<file path="config.mk">
export PLATFORM = sky130hd
export DESIGN_NAME = imem_loader_flat
export DESIGN_NICKNAME = d
export VERILOG_FILES = /design/src/rtl/imem_loader_pkg.sv /design/src/rtl/imem_loader_if.sv /design/src/rtl/imem_word_assembler.sv /design/src/rtl/imem_loader.sv /design/src/flat_wrapper.sv
export SDC_FILE = /design/constraint.sdc
export NUM_CORES = 1
export LEC_CHECK = 0
export BUFFER_PORTS_ARGS = -buffer_cell sky130_fd_sc_hd__clkbuf_2
export CAP_MARGIN = 15
export CORE_AREA = 2 2 105 107
export CTS_BUF_LIST = sky130_fd_sc_hd__clkbuf_2 sky130_fd_sc_hd__clkbuf_4 sky130_fd_sc_hd__clkbuf_8
export DETAILED_ROUTE_END_ITERATION = 8
export DIE_AREA = 0 0 107 109
export PLACE_DENSITY = 0.74
export RECOVER_POWER = 100
export SLEW_MARGIN = 40
export SYNTH_ARGS = -nofsm -noshare
export SYNTH_HDL_FRONTEND = slang
export SYNTH_HIERARCHICAL = 1
export SYNTH_SLANG_ARGS = --single-unit
</file>
<file path="constraint.sdc">
create_clock -name clk -period 7.4 [get_ports clk]
set_input_delay 0.74 -clock clk [delete_from_list [all_inputs] [get_ports clk]]
set_output_delay 0.74 -clock clk [all_outputs]
set_load 0.05 [all_outputs]
</file>
<file path="src/rtl/imem_loader_pkg.sv">
// Shared types and constants for the instruction-memory loader.
// IMEM_LOADER_CHECKSUM_EN adds the trailing XOR checksum state.
package imem_loader_pkg;

  localparam int HDR_BYTES      = 2;
  localparam int BYTES_PER_WORD = 4;
  localparam int LANE_W         = $clog2(BYTES_PER_WORD);

  typedef enum logic [2:0] {
    ST_IDLE   = 3'd0,
    ST_CNT_LO = 3'd1,
    ST_CNT_HI = 3'd2,
    ST_DATA   = 3'd3,
    ST_DONE   = 3'd4,
    ST_ERROR  = 3'd5
`ifdef IMEM_LOADER_CHECKSUM_EN
    ,
    ST_CHK    = 3'd6
`endif
  } state_t;

  // Where the FSM goes once the payload (possibly empty) has been consumed.
`ifdef IMEM_LOADER_CHECKSUM_EN
  localparam state_t ST_AFTER_DATA = ST_CHK;
`else
  localparam state_t ST_AFTER_DATA = ST_DONE;
`endif

  function automatic logic is_busy(input state_t s);
    logic b;
    b = (s == ST_CNT_LO) || (s == ST_CNT_HI) || (s == ST_DATA);
`ifdef IMEM_LOADER_CHECKSUM_EN
    b = b || (s == ST_CHK);
`endif
    return b;
  endfunction

endpackage

</file>
<file path="src/rtl/imem_loader_if.sv">
// Byte-stream input and instruction-memory write port of the loader.
interface imem_loader_if #(
  parameter int ADDR_W = 6
);

  logic              s_valid;
  logic [7:0]        s_data;
  logic              s_ready;
  logic              mem_we;
  logic [ADDR_W-1:0] mem_addr;
  logic [31:0]       mem_wdata;

  // Stream handshake: a byte moves on a rising clk edge where s_valid && s_ready;
  // s_data must be stable while s_valid is high, and s_valid without s_ready is
  // simply held, never consumed. mem_we is a single-cycle write strobe, no ready.
  modport master (
    input  s_valid, s_data,
    output s_ready, mem_we, mem_addr, mem_wdata
  );

  modport slave (
    output s_valid, s_data,
    input  s_ready, mem_we, mem_addr, mem_wdata
  );

endinterface

</file>
<file path="src/rtl/imem_word_assembler.sv">
// Packs accepted payload bytes little-endian into 32-bit words and flags the
// byte that completes each word.
module imem_word_assembler
  import imem_loader_pkg::*;
(
  input  logic        clk,
  input  logic        rst_n,
  input  logic        clear_i,
  input  logic        byte_valid_i,
  input  logic [7:0]  byte_i,
  output logic        word_done_o,
  output logic [31:0] word_o
);

  logic [LANE_W-1:0] lane_q, lane_d;
  logic [31:0]       asm_q, asm_d;

  always_comb begin
    lane_d = lane_q;
    asm_d  = asm_q;
    if (clear_i) begin
      lane_d = '0;
      asm_d  = '0;
    end else if (byte_valid_i) begin
      // Lane counter wraps to 0 after the top byte of each word.
      lane_d = lane_q + 1'b1;
      asm_d[{lane_q, 3'b000} +: 8] = byte_i;
    end
  end

  always_ff @(posedge clk or negedge rst_n) begin
    if (!rst_n) begin
      lane_q <= '0;
      asm_q  <= '0;
    end else begin
      lane_q <= lane_d;
      asm_q  <= asm_d;
    end
  end

  assign word_done_o = byte_valid_i && !clear_i && (lane_q == LANE_W'(BYTES_PER_WORD - 1));
  assign word_o      = asm_d;

endmodule

</file>
<file path="src/rtl/imem_loader.sv">
// Loads a length-prefixed byte image into instruction memory and holds the core
// in reset until it completes. IMEM_LOADER_CHECKSUM_EN enables the XOR check byte.
module imem_loader
  import imem_loader_pkg::*;
#(
  parameter int ADDR_W = 6,
  parameter int CNT_W  = 16
) (
  input  logic          clk,
  input  logic          rst,
  input  logic          start,
  imem_loader_if.master bus,
  output logic          core_rst_n,
  output logic          busy,
  output logic          done,
  output logic          error,
  output state_t        dbg_state
);

  localparam logic [CNT_W-1:0] MAX_WORDS = CNT_W'(2 ** ADDR_W);

  state_t                   state_q, state_d;
  logic [7:0]               cnt_lo_q;
  logic [CNT_W-1:0]         n_q;
  logic [CNT_W-1:0]         idx_q;
  logic                     s_ready_q, mem_we_q, core_rst_n_q;
  logic                     busy_q, done_q, error_q;
  logic [ADDR_W-1:0]        mem_addr_q;
  logic [31:0]              mem_wdata_q;
`ifdef IMEM_LOADER_CHECKSUM_EN
  logic [7:0]               xor_q;
`endif

  logic                     accept, start_ok, last_word;
  logic                     word_done;
  logic [31:0]              word;
  logic [HDR_BYTES*8-1:0]   hdr_word;
  logic [CNT_W-1:0]         n_hdr;

  assign accept    = bus.s_valid && s_ready_q;
  assign start_ok  = start && (state_q inside {ST_IDLE, ST_DONE, ST_ERROR});
  assign hdr_word  = {bus.s_data, cnt_lo_q};
  assign n_hdr     = CNT_W'(hdr_word);
  assign last_word = (idx_q + 1'b1) == n_q;

  imem_word_assembler u_asm (
    .clk          (clk),
    .rst_n        (rst),
    .clear_i      (start_ok),
    .byte_valid_i (accept && (state_q == ST_DATA)),
    .byte_i       (bus.s_data),
    .word_done_o  (word_done),
    .word_o       (word)
  );

  always_comb begin
    state_d = state_q;
    case (state_q)
      ST_IDLE, ST_DONE, ST_ERROR: if (start_ok) state_d = ST_CNT_LO;
      ST_CNT_LO: if (accept) state_d = ST_CNT_HI;
      ST_CNT_HI: begin
        if (accept) begin
          // Bounding N here is what keeps mem_addr from ever wrapping.
          if (n_hdr == '0)             state_d = ST_AFTER_DATA;
          else if (n_hdr > MAX_WORDS)  state_d = ST_ERROR;
          else                         state_d = ST_DATA;
        end
      end
      ST_DATA: if (word_done && last_word) state_d = ST_AFTER_DATA;
`ifdef IMEM_LOADER_CHECKSUM_EN
      ST_CHK: if (accept) state_d = (bus.s_data == xor_q) ? ST_DONE : ST_ERROR;
`endif
      default: state_d = ST_IDLE;
    endcase
  end

  always_ff @(posedge clk or negedge rst) begin
    if (!rst) begin
      state_q      <= ST_IDLE;
      cnt_lo_q     <= '0;
      n_q          <= '0;
      idx_q        <= '0;
      s_ready_q    <= 1'b0;
      mem_we_q     <= 1'b0;
      mem_addr_q   <= '0;
      mem_wdata_q  <= '0;
      core_rst_n_q <= 1'b0;
      busy_q       <= 1'b0;
      done_q       <= 1'b0;
      error_q      <= 1'b0;
`ifdef IMEM_LOADER_CHECKSUM_EN
      xor_q        <= '0;
`endif
    end else begin
      state_q      <= state_d;
      // Status outputs are decoded from the next state so they line up with state_q.
      s_ready_q    <= is_busy(state_d);
      busy_q       <= is_busy(state_d);
      done_q       <= (state_d == ST_DONE);
      error_q      <= (state_d == ST_ERROR);
      core_rst_n_q <= (state_d == ST_DONE);
      mem_we_q     <= word_done;
      if (word_done) begin
        mem_wdata_q <= word;
        mem_addr_q  <= idx_q[ADDR_W-1:0];
      end
      if (start_ok) begin
        n_q   <= '0;
        idx_q <= '0;
`ifdef IMEM_LOADER_CHECKSUM_EN
        xor_q <= '0;
`endif
      end else begin
        if (state_q == ST_CNT_LO && accept) cnt_lo_q <= bus.s_data;
        if (state_q == ST_CNT_HI && accept) n_q <= n_hdr;
        if (word_done) idx_q <= idx_q + 1'b1;
`ifdef IMEM_LOADER_CHECKSUM_EN
        if (state_q == ST_DATA && accept) xor_q <= xor_q ^ bus.s_data;
`endif
      end
    end
  end

  assign bus.s_ready   = s_ready_q;
  assign bus.mem_we    = mem_we_q;
  assign bus.mem_addr  = mem_addr_q;
  assign bus.mem_wdata = mem_wdata_q;
  assign core_rst_n    = core_rst_n_q;
  assign busy          = busy_q;
  assign done          = done_q;
  assign error         = error_q;
  assign dbg_state     = state_q;

endmodule

</file>
<file path="src/flat_wrapper.sv">
// flat-port wrapper written by rule: the top's interface ports become plain ports
module imem_loader_flat import imem_loader_pkg::*;
#(
  parameter int ADDR_W = 6,
  parameter int CNT_W  = 16
)
  (clk, rst, start, core_rst_n, busy, done, error, dbg_state, bus_s_valid, bus_s_data, bus_s_ready, bus_mem_we, bus_mem_addr, bus_mem_wdata);
  imem_loader_if #(.ADDR_W(ADDR_W)) bus_i ();
  input  logic clk;
  input  logic rst;
  input  logic start;
  output logic core_rst_n;
  output logic busy;
  output logic done;
  output logic error;
  output state_t dbg_state;
  input wire logic [$bits(bus_i.s_valid)-1:0] bus_s_valid;
  input wire logic [$bits(bus_i.s_data)-1:0] bus_s_data;
  output wire logic [$bits(bus_i.s_ready)-1:0] bus_s_ready;
  output wire logic [$bits(bus_i.mem_we)-1:0] bus_mem_we;
  output wire logic [$bits(bus_i.mem_addr)-1:0] bus_mem_addr;
  output wire logic [$bits(bus_i.mem_wdata)-1:0] bus_mem_wdata;
  assign bus_i.s_valid = bus_s_valid;
  assign bus_i.s_data = bus_s_data;
  assign bus_s_ready = bus_i.s_ready;
  assign bus_mem_we = bus_i.mem_we;
  assign bus_mem_addr = bus_i.mem_addr;
  assign bus_mem_wdata = bus_i.mem_wdata;
  imem_loader #(.ADDR_W(ADDR_W), .CNT_W(CNT_W)) u_core (.clk(clk), .rst(rst), .start(start), .bus(bus_i), .core_rst_n(core_rst_n), .busy(busy), .done(done), .error(error), .dbg_state(dbg_state));
endmodule
</file>
==> run_results.csv, run 1 <==
group,metric,value,unit
clocking,htreeDepth,4,
grt,grt_first_pass_wirelength,19700,um
logic_synthesis,ys.flop_type,"dfrtp_1",
die,die_w,107,um
worst_setup_path,start_kind,"flip-flop",
worst_setup_path,critPathSlowestCell,"nor2_1",
worst_setup_path,slowest_delay,1.57,ns
logic_synthesis,yosys.area_share.simple,17.9,%
timing,skew,0.0107,ns
timing,worst_slack,2.37,ns
run_status,failed_checks,"max-capacitance violations, max-slew violations",
logic_synthesis,synth.area.top_cells,"dfrtp_1 52%, mux2_2 9.1%, nand2_1 4.4%",
timing,setup_viol,0,
die,start_util,53.6,%
die,num_io_pins,59,
logic_synthesis,seq_area_frac_synth,52.4,%
logic_synthesis,synth-xor-area-share,5.86,%
clocking,clkTransAtPathRegs,0.07,ns
power,irDropWorstVdd,184,uV
layout,drive_gt1_share,18.0,%
logic_synthesis,synthArstFlopShare,100,%
timing,rsz0062_at_grt,"no",
timing,fin_crit,5.03,ns
routing,drtAntennaViolNets,0,
die,rows,38,
clocking,clock_sinks,119,
timing,tightest_slew,2.10,ns
placement,port_buffers,58,
clocking,postCtsSetupRepairBufs,0,
logic_synthesis,synth_area,0.00568,sq mm
logic_synthesis,synth_warnings,6,
logic_synthesis,synth_edf_count,0,
power,power_density,304,mW/mm^2
worst_setup_path,crit_fanout,26,
die,chipHeight,109,um
routing,drt_iter0_markers,315,
clocking,clockBufferDepth,2,
logic_synthesis,yosysUniqueCellTypes,56,
clocking,cts_resized,0,
grt,grt_pass1_vias,3955,
grt,grt_overflow,0,
clocking,cts_buffers,17,
grt,antenna_found_initial,0,
routing,viasPerCell,5.62,
layout,num-nets-final,589,
logic_synthesis,synth_compound_area_share,9.60,%
power,total_power,1.92,mW
routing,drc_errors,0,
clocking,cts_tree,"done",
routing,wirelength,11800,um
clocking,clock_latency,0.43,ns
timing,hold_viol_final,0,
worst_setup_path,crit_chain,"nor2b_1 > nand2_1 > nor2_1 > nand2_1 > nor2_1 > o2111ai_1 > or4_1 > and4bb_2 > a221oi_1",
routing,vias,4071,
timing,slew_violations,114,
die,coreArea,0.0106,sq mm
routing,drt_pass1_iterations,4,
timing,slew_headroom,-40.0,%
timing,fin_crit_sh,68.0,%
grt,grt_max_degree,86,
worst_setup_path,worst_ep_arrival_time,5.34,ns
die,die_area,0.0117,sq mm
layout,diodes,0,
placement,dp_hpwl,8010,um
worst_setup_path,worstSetupPathType,"flip-flop to flip-flop",
routing,wl_per_cell,16.3,um
worst_setup_path,end_kind,"flip-flop",
logic_synthesis,synth.most_common_cell,"dfrtp_1",
worst_setup_path,path_buf_inv,0,
layout,utilization,59.6,%
placement,dp_slack,3.58,ns
logic_synthesis,synth_top_family_by_area,"simple AND/OR/NAND/NOR gates",
timing,tns,0,ns
grt,grt_usage,21.7,%
run,drv_cap,3,
logic_synthesis,synth_fa_ha_area_share,1.32,%
logic_synthesis,synth_top_cells_by_count,"119 x dfrtp_1, 67 x nand2_1, 46 x mux2_2",
clocking,root_buffer,"clkbuf_8",
layout,syn2layout_area_growth,11.2,%
clocking,hold_buffers,0,
worst_setup_path,crit_family,"simple AND/OR/NAND/NOR gates",
placement,gp_congestion,0.875,
timing,max_freq,0.199,GHz
worst_setup_path,cp.required,7.70,ns
layout,nFillCells,886,
logic_synthesis,synth-seq-cells,119,
hold_path,hold_path.class,"flip-flop to flip-flop",
logic_synthesis,synth_top_area_cell,"dfrtp_1",
logic_synthesis,netlist.area_leader.share,52.4,%
logic_synthesis,syn_avg_cell_area,10.8,sq um
logic_synthesis,synthesis.nets,544,
logic_synthesis,synthCells,526,
run_status,status,"finished with violations",
power,cellLeakagePower,2.78,nW
logic_synthesis,synthMuxAreaShare,9.29,%
cell type report:
class                      instances  area (sq um)  share of cell area, %
multi-input combinational        364          2500                   39.5
clock buffer                      19           262                   4.14
inverter                           7          26.3                  0.416
clock inverter                    13           123                   1.94
sequential                       119          2980                   47.1
timing repair buffer              62           263                   4.16
tap                              140           175                   2.77
per-layer routing:
metal  vias up  part of all wire [%]  track usage (%)
met3        16                   4.8             5.92
met4         0                   1.6             7.88
met2       106                    50             34.9
li1       1960                     -                -
met1      1989                    44             28.5
met5         -                     0                0
metrics by stage:
step | instance area [sq um] | instances | hold slack, ns
5_1_grt | 6320 | 724 | 0.524
3_5_place_dp | 6020 | 692 | 0.478
2_1_floorplan | 5680 | 526 | 0.444
4_1_cts | 6400 | 724 | 0.244
3_3_place_gp | 6010 | 692 | 0.487
6_report | 6320 | 724 | 0.500
power by group:
| group | leakage (nW) | total, mW | internal [mW] | switching [mW] |
|---|---|---|---|---|
| clock network | 0.185 | 0.557 | 0.286 | 0.271 |
| registers | 1.63 | 0.825 | 0.746 | 0.0792 |
| logic | 0.967 | 0.538 | 0.196 | 0.342 |
| total | 2.78 | 1.92 | 1.23 | 0.692 |
logic make-up after synthesis:
family | count (synthesis)
adders and majority gates | 6
DFF | 119
muxes | 47
AOI/OAI and AO/OA | 81
and+or+nand+nor | 192
xor gates and xnor gates | 38
buffers and inverters | 43
sequential cells by signal, indices dropped and copies added (netlist names):
register              cells
u_core/done               1
u_core/cnt_lo_q           8
u_core/u_asm/lane_q       2
u_core/u_asm/asm_q       32
u_core/dbg_state          3
u_core/n_q               16
u_core/bus.mem_we         1
u_core/bus.mem_addr       6
u_core/idx_q             16
u_core/bus.mem_wdata     32
u_core/busy               1
u_core/error              1
worst min-delay path: stages, from the launching register on:
cell,delay [ns]
dfrtp_1,0.35
nand2_1,0.05
o21ai_0,0.06
final timing paths:
kind                                                start                              endpoint  slack [ns]  cells after the start
min in group asynchronous                             rst          u_core/idx_q[10]$_DFFE_PN0P_        0.80                      1
setup reg to reg            u_core/dbg_state[0]$_DFF_PN0_                 u_core/busy$_DFF_PN0_        2.37                      9
hold reg to reg            u_core/cnt_lo_q[3]$_DFFE_PN0P_             u_core/n_q[3]$_DFFE_PN0P_        0.50                      2
setup / recovery            u_core/dbg_state[0]$_DFF_PN0_                 u_core/busy$_DFF_PN0_        2.37                      9
max in group asynchronous                             rst  u_core/bus.mem_wdata[28]$_DFFE_PN0P_        5.01                      2
hold / removal             u_core/cnt_lo_q[3]$_DFFE_PN0P_             u_core/n_q[3]$_DFFE_PN0P_        0.50                      2
cells in the final DEF (no fill, tap or decap), drive strengths merged, types with 2 or more instances in the layout:
cell type	instances
o21ai	23
and4	2
a31oi	3
a21oi	23
a21o	3
dfrtp	119
xor2	15
or3	4
a32oi	16
nor3b	5
clkbuf	79
nor2b	2
o2111a	2
clkinv	6
xnor2	23
nor2	43
nand2	67
a221oi	2
nand4	14
clkinvlp	4
buf	2
inv	9
and2	3
nor4	4
nand3	11
mux2	46
ha	6
or4	5
and3	6
nor4b	3
nand4b	10
nor3	10
Note: power is estimated with default switching activity, not from simulation.
==> run 2, diff against run 1 <==
--- a/config.mk
+++ b/config.mk
@@ -11,7 +11,7 @@
 export CTS_BUF_LIST = sky130_fd_sc_hd__clkbuf_2 sky130_fd_sc_hd__clkbuf_4 sky130_fd_sc_hd__clkbuf_8
 export DETAILED_ROUTE_END_ITERATION = 8
 export DIE_AREA = 0 0 107 109
-export PLACE_DENSITY = 0.74
+export PLACE_DENSITY = 0.77
 export RECOVER_POWER = 100
 export SLEW_MARGIN = 40
 export SYNTH_ARGS = -nofsm -noshare
==> constraint.sdc (replaced) <==
create_clock -name clk -period 4.4 [get_ports clk]
set_input_delay 0.44 -clock clk [delete_from_list [all_inputs] [get_ports clk]]
set_output_delay 0.44 -clock clk [all_outputs]
set_load 0.05 [all_outputs]
==> run 2 against run 1 <==
The flow still finishes with violations (max-capacitance violations, max-slew violations). Via count up 3.8%. Setup slack worse by 1.3 ns. Clock power increased by 60%. Final cell count rose by 0.14%. Clock skew shrank 0.00053 ns. Clock-buffer cell count did not move. Maximum frequency up 51%. Global-route usage up 0.53 points. Critical path type unchanged. Largest power group unchanged.
==> run_results.csv, run 2 (synthesis results as in run 1) <==
group,metric,value,unit
timing,slew_headroom,-47.1,%
routing,vias,4224,
placement,dp_hpwl,8100,um
clocking,root_buffer,"clkbuf_8",
worst_setup_path,reg2reg_from,"u_core/u_asm/lane_q[0]$_DFFE_PN0P_",
timing,fin_crit,3.34,ns
layout,nFillCells,912,
power,p_int,2.04,mW
timing,tightest_slew,2.21,ns
worst_setup_path,start_kind,"flip-flop",
grt,grt_overflow,0,
grt,grt_usage,22.3,%
die,start_util,53.6,%
routing,drtAntennaViolNets,0,
grt,antenna_found_initial,0,
worst_setup_path,worst_ep_arrival_time,3.72,ns
run,drv_cap,2,
die,die_area,0.0117,sq mm
clocking,cts_buffers,17,
die,die_w,107,um
grt,grt_max_degree,93,
layout,stdcell_area,0.00628,sq mm
grt,grt_first_pass_wirelength,20200,um
clocking,cts_resized,0,
die,num_io_pins,59,
clocking,clock_sinks,119,
power,netSwitchingFraction,36.3,%
layout,register_area,0.00298,sq mm
placement,gp_congestion,0.919,
timing,worst_slack,1.06,ns
placement,port_buffers,58,
timing,hold_viol_final,0,
die,chipHeight,109,um
layout,num-nets-final,590,
routing,drc_errors,0,
timing,setup_viol,0,
worst_setup_path,cp.required,4.78,ns
timing,slew_violations,110,
grt,grt_pass1_vias,4235,
routing,drt_iter0_markers,318,
die,coreArea,0.0106,sq mm
run_status,status,"finished with violations",
routing,wirelength,12200,um
layout,multi_input_area,0.00248,sq mm
timing,fin_crit_sh,75.9,%
power,irDropWorstVdd,270,uV
clocking,postCtsSetupRepairBufs,0,
clocking,htreeDepth,4,
layout,diodes,0,
layout,instances_no_fill,725,
placement,place_inst,693,
worst_setup_path,end_kind,"flip-flop",
layout,drive_gt1_share,17.8,%
power,cellLeakagePower,2.77,nW
hold_path,hp-start,"bus_s_data[6]",
routing,drt_pass1_iterations,6,
clocking,clock_latency,0.44,ns
layout,final_common_cell,"dfrtp_1",
power,p_clk_share,27.9,%
routing,wl_per_cell,16.8,um
layout,mostFrequentLayoutCells,"119 x dfrtp_1, 67 x nand2_1, 48 x clkbuf_1, 46 x mux2_2, 42 x nor2_1",
timing,tns,0,ns
clocking,clockBufferDepth,2,
timing,skew,0.0102,ns
die,rows,38,
power,power_frac_seq,43.5,%
timing,max_freq,0.299,GHz
clocking,hold_buffers,0,
layout,syn2layout_area_growth,10.5,%
clocking,clkTransAtPathRegs,0.07,ns
placement,dp_slack,1.44,ns
hold_path,hold_path.class,"input pin to flip-flop",
placement,placed_area,0.00602,sq mm
clocking,cts_tree,"done",
run_status,failed_checks,"max-capacitance violations, max-slew violations",
worst_setup_path,worstSetupPathType,"flip-flop to flip-flop",
power,pwr-share-comb,28.6,%
routing,viasPerCell,5.83,
power,power_density,509,mW/mm^2
worst_setup_path,worstSetupStartpoint,"u_core/u_asm/lane_q[0]$_DFFE_PN0P_",
worst_setup_path,crit_fanout,16,
timing,rsz0062_at_grt,"no",
power,p_sw,1.16,mW
[run 2: changes by cell type in the layout (fill, tap and decap cells not counted), moves of 2 or more]
cell	previous run	this run
clkinv_2	2	5
clkbuf_4	0	2
clkbuf_8	20	17
inv_6	3	0
clkinv_4	3	1
clkinvlp_4	4	6
buf_4	2	4
[run 2: final timing paths]
| path | slack [ns] | cells after the start | end |
|---|---|---|---|
| hold reg to reg | 0.51 | 1 | u_core/bus.mem_addr[2]$_DFFE_PN0P_ |
| setup / recovery | 1.06 | 6 | u_core/bus.mem_wdata[24]$_DFFE_PN0P_ |
| setup reg to reg | 1.06 | 6 | u_core/bus.mem_wdata[24]$_DFFE_PN0P_ |
| hold / removal | 0.38 | 3 | u_core/n_q[14]$_DFFE_PN0P_ |
| max in group asynchronous | 1.50 | 2 | u_core/n_q[1]$_DFFE_PN0P_ |
| min in group asynchronous | 0.61 | 1 | u_core/idx_q[10]$_DFFE_PN0P_ |
[run 2: power groups by stage]
stage,Sequential (mW),Combinational (mW),Clock [mW]
2_1_floorplan,1.44,0.666,0
3_3_place_gp,1.40,0.884,0
3_5_place_dp,1.41,0.926,0
4_1_cts,1.39,0.934,0.912
5_1_grt,1.41,0.994,0.958
6_report,1.39,0.915,0.892
[run 2: stage by stage]
| step | utilization, % | total power, mW | hold slack (ns) |
|---|---|---|---|
| floorplan | - | 2.11 | 0.144 |
| global placement | 56.8 | 2.28 | 0.489 |
| detailed placement | 56.8 | 2.33 | 0.496 |
| CTS | 60.2 | 3.23 | 0.0834 |
| global route | 59.3 | 3.37 | 0.388 |
| finish | 59.3 | 3.20 | 0.378 |
[run 2: worst max-delay path: stages, from the launching register on]
cell      delay, ns
dfrtp_1        0.54
inv_1          0.14
ha_1           0.37
nor3b_1        1.43
nand4b_1       0.33
a21oi_1        0.29
mux2_2         0.18
[run 2: area by class of cell]
type,count,area share [%]
clock buffer,19,3.96
clock inverter,13,1.73
inverter,7,0.418
multi-input combinational,364,39.5
sequential,119,47.4
tap,140,2.79
timing repair buffer,63,4.22
[run 2: layer usage]
layer | global-route usage, % | wire [um]
met2 | 36.7 | 6060
met5 | 0 | 0
met3 | 4.54 | 540
met4 | 10.0 | 262
met1 | 28.6 | 5300
